`config.mk`:
```
export PLATFORM = sky130hd
export DESIGN_NAME = starforc_spr_dma
export DESIGN_NICKNAME = d
export VERILOG_FILES = /design/src/rtl/starforc_spr_dma.sv
export SDC_FILE = /design/constraint.sdc
export NUM_CORES = 1
export LEC_CHECK = 0
export CAP_MARGIN = 20
export CORE_ASPECT_RATIO = 0.75
export CORE_MARGIN = 10
export CORE_UTILIZATION = 45
export DETAILED_ROUTE_END_ITERATION = 6
export PLACE_DENSITY = 0.8
export SLEW_MARGIN = 20
export SYNTH_ARGS = -nofsm -noshare
export SYNTH_HDL_FRONTEND = slang
export SYNTH_SLANG_ARGS = --single-unit
```
`constraint.sdc`:
```
create_clock -name clk48m_i -period 4.9 [get_ports clk48m_i]
set_input_delay 0.735 -clock clk48m_i [delete_from_list [all_inputs] [get_ports clk48m_i]]
set_output_delay 0.735 -clock clk48m_i [all_outputs]
set_load 0.01 [all_outputs]
```
`src/rtl/starforc_spr_dma.sv`:
```
// rtl/starforc_spr_dma.sv - vblank copier of the sprite attribute table into board2 sprite RAM
// Purpose: takes the CPU bus via bus_req/bus_gnt and copies NBYTES bytes from work RAM
//          (SRC_BASE+i) to sprite RAM (CPU_A=i), one SETUP/STROBE/HOLD sequence per byte.
// Ports:   clk48m_i, reset_i (sync, active high); start_i, auto_vbl_i, nVBLANK_i arm/gate a copy;
//          bus_req_o/bus_gnt_i CPU bus handshake; src_addr_o/src_data_i work-RAM read port;
//          CPU_A_o, DCON_out_o, DCON_in_i, nCS_SPR_o, nMEWR_o, nMERD_o connector-2 bus;
//          busy_o, done_o, overrun_o, mismatch_cnt_o status.
// Option:  SPR_DMA_READBACK_EN adds a per-byte READ phase that compares DCON_in against DCON_out.
module starforc_spr_dma #(
  parameter int          NBYTES     = 128,
  parameter logic [10:0] SRC_BASE   = 11'h000,
  parameter int          SETUP_CYC  = 2,
  parameter int          STROBE_CYC = 4
) (
  input  logic        clk48m_i,
  input  logic        reset_i,
  input  logic        start_i,
  input  logic        auto_vbl_i,
  input  logic        nVBLANK_i,
  output logic        bus_req_o,
  input  logic        bus_gnt_i,
  output logic [10:0] src_addr_o,
  input  logic [7:0]  src_data_i,
  output logic [10:0] CPU_A_o,
  output logic [7:0]  DCON_out_o,
  input  logic [7:0]  DCON_in_i,
  output logic        nCS_SPR_o,
  output logic        nMEWR_o,
  output logic        nMERD_o,
  output logic        busy_o,
  output logic        done_o,
  output logic        overrun_o,
  output logic [7:0]  mismatch_cnt_o
);

  localparam int            IW          = $clog2(NBYTES);
  localparam logic [IW-1:0] IDX_LAST    = IW'(NBYTES - 1);
  localparam logic [3:0]    SETUP_LAST  = 4'(SETUP_CYC - 1);
  localparam logic [3:0]    STROBE_LAST = 4'(STROBE_CYC - 1);

  typedef enum logic [2:0] {S_IDLE, S_REQ, S_SETUP, S_STROBE, S_HOLD, S_READ, S_DONE} state_e;

  state_e        state_q, state_d;
  logic [3:0]    cnt_q, cnt_d;
  logic [IW-1:0] idx_q, idx_d;
  logic [10:0]   src_addr_q, src_addr_d;
  logic [7:0]    dcon_q, dcon_d;
  logic [7:0]    mis_q, mis_d;
  logic          armed_q, armed_d;
  logic          stop_q, stop_d;
  logic          overrun_q, overrun_d;
  logic          nvbl_q;
  logic          arm, in_byte, byte_end, overrun_set;
  logic [IW-1:0] idx_inc;

  assign idx_inc = idx_q + 1'b1;
  assign arm     = start_i | (auto_vbl_i & nvbl_q & ~nVBLANK_i);
  assign in_byte = state_q inside {S_SETUP, S_STROBE, S_HOLD, S_READ};

`ifdef SPR_DMA_READBACK_EN
`else
  logic unused_dcon_in;
  assign unused_dcon_in = ^DCON_in_i;
`endif

  always_comb begin
    state_d     = state_q;
    cnt_d       = cnt_q;
    idx_d       = idx_q;
    src_addr_d  = src_addr_q;
    dcon_d      = dcon_q;
    mis_d       = mis_q;
    armed_d     = armed_q | arm;
    stop_d      = stop_q;
    byte_end    = 1'b0;
    overrun_set = 1'b0;

    case (state_q)
      S_IDLE: begin
        idx_d      = '0;
        src_addr_d = SRC_BASE;
        stop_d     = 1'b0;
        if (armed_q && !nVBLANK_i) begin
          state_d = S_REQ;
          armed_d = 1'b0;
        end
      end
      S_REQ: begin
        if (bus_gnt_i) begin
          state_d = S_SETUP;
          cnt_d   = '0;
        end
      end
      S_SETUP: begin
        // work RAM is one cycle late; src_addr was already stable in the previous cycle
        if (cnt_q == '0) dcon_d = src_data_i;
        if (cnt_q == SETUP_LAST) begin
          state_d = S_STROBE;
          cnt_d   = '0;
        end else begin
          cnt_d = cnt_q + 1'b1;
        end
      end
      S_STROBE: begin
        if (cnt_q == STROBE_LAST) begin
          state_d = S_HOLD;
          cnt_d   = '0;
`ifdef SPR_DMA_READBACK_EN
`else
          // present the next source address during the last cycle of this byte
          src_addr_d = SRC_BASE + 11'(idx_inc);
`endif
        end else begin
          cnt_d = cnt_q + 1'b1;
        end
      end
      S_HOLD: begin
`ifdef SPR_DMA_READBACK_EN
        state_d    = S_READ;
        cnt_d      = '0;
        src_addr_d = SRC_BASE + 11'(idx_inc);
`else
        byte_end = 1'b1;
`endif
      end
      S_READ: begin
`ifdef SPR_DMA_READBACK_EN
        if (cnt_q == STROBE_LAST) begin
          if (DCON_in_i != dcon_q && mis_q != 8'hFF) mis_d = mis_q + 8'd1;
          byte_end = 1'b1;
        end else begin
          cnt_d = cnt_q + 1'b1;
        end
`else
        state_d = S_IDLE;
`endif
      end
      S_DONE: state_d = S_IDLE;
      default: state_d = S_IDLE;
    endcase

    if (in_byte && nVBLANK_i) stop_d = 1'b1;

    // end of a byte: finishing the table takes precedence over a vblank that ended on the last byte
    if (byte_end) begin
      idx_d = idx_inc;
      if (idx_q == IDX_LAST) begin
        state_d = S_DONE;
      end else if (stop_q || nVBLANK_i) begin
        state_d     = S_IDLE;
        overrun_set = 1'b1;
      end else begin
        state_d = S_SETUP;
        cnt_d   = '0;
      end
    end

    // grant loss aborts the byte outright; it is redone from SETUP after re-grant
    if (in_byte && !bus_gnt_i) begin
      state_d     = S_REQ;
      cnt_d       = '0;
      idx_d       = idx_q;
      src_addr_d  = SRC_BASE + 11'(idx_q);
      mis_d       = mis_q;
      overrun_set = 1'b0;
    end

    overrun_d = overrun_set ? 1'b1 : (start_i ? 1'b0 : overrun_q);
  end

  always_ff @(posedge clk48m_i) begin
    if (reset_i) begin
      state_q    <= S_IDLE;
      cnt_q      <= '0;
      idx_q      <= '0;
      src_addr_q <= SRC_BASE;
      dcon_q     <= '0;
      mis_q      <= '0;
      armed_q    <= 1'b0;
      stop_q     <= 1'b0;
      overrun_q  <= 1'b0;
      nvbl_q     <= 1'b1;
    end else begin
      state_q    <= state_d;
      cnt_q      <= cnt_d;
      idx_q      <= idx_d;
      src_addr_q <= src_addr_d;
      dcon_q     <= dcon_d;
      mis_q      <= mis_d;
      armed_q    <= armed_d;
      stop_q     <= stop_d;
      overrun_q  <= overrun_d;
      nvbl_q     <= nVBLANK_i;
    end
  end

  assign bus_req_o      = (state_q == S_REQ) | in_byte;
  assign busy_o         = bus_req_o;
  assign nCS_SPR_o      = ~in_byte;
  assign nMEWR_o        = ~(state_q == S_STROBE);
  assign nMERD_o        = ~(state_q == S_READ);
  assign done_o         = (state_q == S_DONE);
  assign CPU_A_o        = 11'(idx_q);
  assign DCON_out_o     = dcon_q;
  assign src_addr_o     = src_addr_q;
  assign overrun_o      = overrun_q;
  assign mismatch_cnt_o = mis_q;

endmodule

```
* Word level (Yosys, flattened, before mapping) *
Cells that the tools add are included.

operators by class
  equality and inequality tests = 21
  bitwise operators = 10
  reduce and logical (&&, ||, !) cells = 21
  add/subtract/negate cells = 2
  mux-type cells = 32

operators by type and width
  cell                 count
  $mux 4               6
  $pmux 11 s2          1
  $mux 7               3
  $mux 3               6
  $pmux 3 s5           1
  $mux 1               12
  $pmux 4 s3           1
  $mux 11              1
  $reduce_and 5->1     2
  $eq 3x3->1 const B   3
  $ne 3x2->1 const B   3
  $ne 4x2->1 const B   2
  $ne 4x4->1 const B   2
  $reduce_and 2->1     4
  $reduce_bool 2->1    4
  $add 7x1->7 const B  1
  $eq 7x7->1 const B   1
  $eq 3x2->1 const B   2
  $ne 3x3->1 const B   2
  $not 1->1            5
  $add 4x1->4 const B  1
  $eq 4x1->1 const B   1
  $eq 4x2->1 const B   1
  $logic_not 4->1      1
  other kinds (14)     20

word-level totals
  word-level logic and storage cells = 97
  output and inout bits = 45
  bits of input ports = 22
  register bits = 37

* Depth between registers and ports, before layout *
  depth in word-level cells = 6
  gate-level depth with buffers = 6
  depth with buffers taken out = 6

* Worst setup path before layout *
OpenSTA, ideal clock, no wires.

  path kind = register -> output
  from = register state_q[2]
  to = output port busy_o
  stages on the path, launching flop included = 5
  buffers on the path = 2
  data required time = 4165 ps
  setup slack = 2928 ps
  arrival time = 1237 ps
  path through = dfxtp_1 > buf_2 > nor2_1 > a21boi_0 > buf_4

between the ends
  cells in the longest elaborated chain, start to end = 3
  elaborated cells on any way between the ends = 7
  those cells by class = eq/ne: 5; bitwise: 1; reduce/logical: 1

ends and longest elaborated chain
  item                                      RTL line  text
  start: declaration                        43        state_e state_q, state_d;
  start signal: assignment                  184       state_q <= state_d;
  $eq 3x2->1 or $eq 3x3->1 (tied branches)  58        assign in_byte = state_q inside {S_SETUP, S_STROBE, S_HOLD, S_READ};
  $reduce_bool 4->1                         58
  $or 1x1->1 *                              197       assign bus_req_o = (state_q == S_REQ) | in_byte;
  end: declaration                          30        output logic busy_o,

Every way passes the cells marked *; elsewhere a longest branch is shown, timed or not.

* Worst setup path in the final report *
  from = register state_q[1]
  to = output port nMEWR_o

between the ends
  cells in the longest elaborated chain, start to end = 2

ends and longest elaborated chain
  item              RTL line  text
  $eq 3x2->1        200       assign nMEWR_o = ~(state_q == S_STROBE);
  $not 1->1         200
  end: declaration  28        output logic nMEWR_o,

No other way between the ends.

==> results.cfg <==
[worst_setup_path]
cp-end-kind = output pin
worstPathArrival_ns = 2.09
reg2regPathDepth = 4
r2r-start = state_q[1]$_SDFFE_PP0P_
r2r_slack_ns = 2.64
start_kind = flop
cp_max_fo = 14
r2r-end = DCON_out_o[0]$_SDFFE_PP0P_
required_ns = 4.16
critPathKind = flop to output pin

[finish]
fillCellCount = 355
drive_gt1_share_pct = 7.26
area_growth_pct = 25.6
layout.nets = 273
multiInputGateArea_sq_mm = 0.00100
antenna_cells = 0
register_area_sq_um = 661

[synth]
synthSimpleGateAreaFrac_pct = 20.3
syn_inst = 211
synth_top_family_by_area = compound AO/OA/AOI/OAI gates
synth.top_cells.by_count = dfxtp_1 (33), nor2_1 (24), buf_4 (19)
netlist.area_leader.share_pct = 36.4
synth_compound_area_share_pct = 22.7
synth_edf_count = 0
syn-cell-area_sq_mm = 0.00181
synth-xor-area-share_pct = 0.483
yosysWarnings = 0
yosys.area_share.adder_pct = 2.76
synth_ff_type = dfxtp_1
synthArstFlopShare_pct = 0
seq_area_frac_synth_pct = 36.4
synth_seq_cells = 33
avgSynthCellArea_sq_um = 8.60
synth.distinct_cells = 49
synthMuxAreaShare_pct = 5.59
synthTopCellsByArea = dfxtp_1 (36%), buf_4 (7.9%), mux2i_1 (5.0%), nor2_1 (5.0%), a21oi_1 (4.4%)
yosysMostFrequentCell = dfxtp_1
synth_area_leader_cell = dfxtp_1

[timing]
grt_setup_unrepaired = no
slew_headroom_pct = 56.1
tns_ns = 0
fmax_mhz = 354
fin_crit_ns = 2.83
finalSetupViolations = 0
fin_crit_sh_pct = 57.7
skew_ns = 0.00384
worst_pin_slew_ns = 0.654
drv_slew = 0
finalHoldViolations = 0

[power]
power_leakage_nw = 0.935
power.density_mw_per_mm2 = 248
ir_worst_vdd_mv = 0.156
power_uw = 564

[flow_run]
drv_cap = 0

[worst_hold_path]
hold_class = flop to flop
hold_start = src_addr_o[1]$_SDFFE_PP0P_
hold_end = src_addr_o[1]$_SDFFE_PP0P_
hold_depth = 1

[route]
wl_um = 4350
ant_nets = 0
routed_via_density = 5.31
vias = 1592
dr.pass1.iters = 4
drt_iter0_drc = 174
route.detailed.drc = 0
wl_per_cell_um = 14.5

[die]
initial_core_util_pct = 48.0
dieWidth_um = 93.3
die_h_um = 75.0
fp.coreArea_sq_mm = 0.00378
rows = 19
io_pins = 67
die_area_sq_mm = 0.00700

[global_routing]
grtUsageTotal_pct = 12.4
grt_max_degree = 27
grt_overflow = 0
grt_pass1_vias = 1461
grt_pass1_wl_um = 7040
antenna_found_initial = 0

[placed_design]
dp_hpwl_um = 3290
place_congestion = 0.844
port-buffer-count = 42

[clocking]
cts_root_buffer = clkbuf_8
cts_tree = done
cts_resized = 0
clkTransAtPathRegs_ns = 0.07
cts_buffers = 5
insertion_delay_ns = 0.28
clock_sinks = 33
cts-hold-fix-buffers = 0
htree_num_levels = 2
cts_buffer_depth = 2
post-cts-setup-buffers = 0

[run_status]
status = completed
stage by stage:
stage	hold slack [ns]	instances	util, %	area [sq um]	worst slack [ns]
global placement	0.439	292	57.6	2180	2.39
CTS	0.464	300	60.3	2280	2.08
finish	0.460	300	60.3	2280	2.07
global route	0.502	300	60.3	2280	1.89
detailed placement	0.448	292	57.6	2180	2.41
floorplan	0.453	226	-	1870	2.93
worst max-delay path: stages, from the launching register on:
cell	delay, ns
dfxtp_1	0.59
nor2b_1	0.56
nand2_1	0.14
clkdlybuf4s50_1	0.52
power breakdown:
part / switching [mW] / total, mW / internal, mW
clock network: 0.0965 / 0.223 / 0.127
logic: 0.0343 / 0.0630 / 0.0287
registers: 0.00581 / 0.278 / 0.272
kinds of logic after synthesis:
| group | count (synthesis) |
|---|---|
| other | 1 |
| buffers and inverters | 35 |
| AO/OA/AOI/OAI | 57 |
| AND/OR/NAND/NOR | 70 |
| adder cells (fa/ha/maj) | 4 |
| multiplexers | 10 |
| flip-flops | 33 |
| XOR/XNOR | 1 |
layout by cell type (no fill, tap or decap), drive strengths merged, types with 2 or more instances in the layout:
| cell | count |
|---|---|
| conb | 16 |
| nand3 | 6 |
| o211ai | 3 |
| ha | 4 |
| nand2 | 6 |
| a221o | 3 |
| mux2i | 9 |
| clkbuf | 7 |
| or2 | 2 |
| a21oi | 17 |
| a211oi | 8 |
| nor3 | 9 |
| nor2 | 24 |
| a211o | 2 |
| nand2b | 5 |
| dfxtp | 33 |
| nand4 | 3 |
| a31oi | 2 |
| a21o | 5 |
| inv | 6 |
| and2 | 2 |
| and3 | 4 |
| a22oi | 4 |
| nor2b | 2 |
| a41oi | 2 |
| o21ai | 3 |
| clkdlybuf4s50 | 42 |
per-layer routing:
layer / vias to the layer above / global-route usage (%) / routed length [um]
met5: - / 0 / 0
met4: 0 / 2.22 / 0
met3: 0 / 7.45 / 520
met2: 55 / 19.1 / 1910
met1: 730 / 14.6 / 1920
li1: 807 / - / -
worst max path at each step:
stage,start,endpoint,depth (start not counted)
floorplan,state_q[2]$_SDFFE_PP0P_,busy_o,4
global placement,state_q[1]$_SDFFE_PP0P_,nMEWR_o,3
detailed placement,state_q[1]$_SDFFE_PP0P_,nMEWR_o,3
CTS,state_q[1]$_SDFFE_PP0P_,nMEWR_o,3
global route,state_q[1]$_SDFFE_PP0P_,nMEWR_o,3
finish,state_q[1]$_SDFFE_PP0P_,nMEWR_o,3
cell type report:
cell class | instances | area share [%]
multi-input combinational | 158 | 43.9
sequential | 33 | 29.0
inverter | 6 | 0.988
tap | 52 | 2.86
clock buffer | 7 | 4.23
timing repair buffer | 43 | 18.8
clock inverter | 1 | 0.220
flip-flops by register name, indices dropped and copies added (netlist names), 3 cells and up:
register,count
cnt_q,4
DCON_out_o,8
idx_q,7
src_addr_o,7
state_q,3
(Power assumes the default switching activity.)
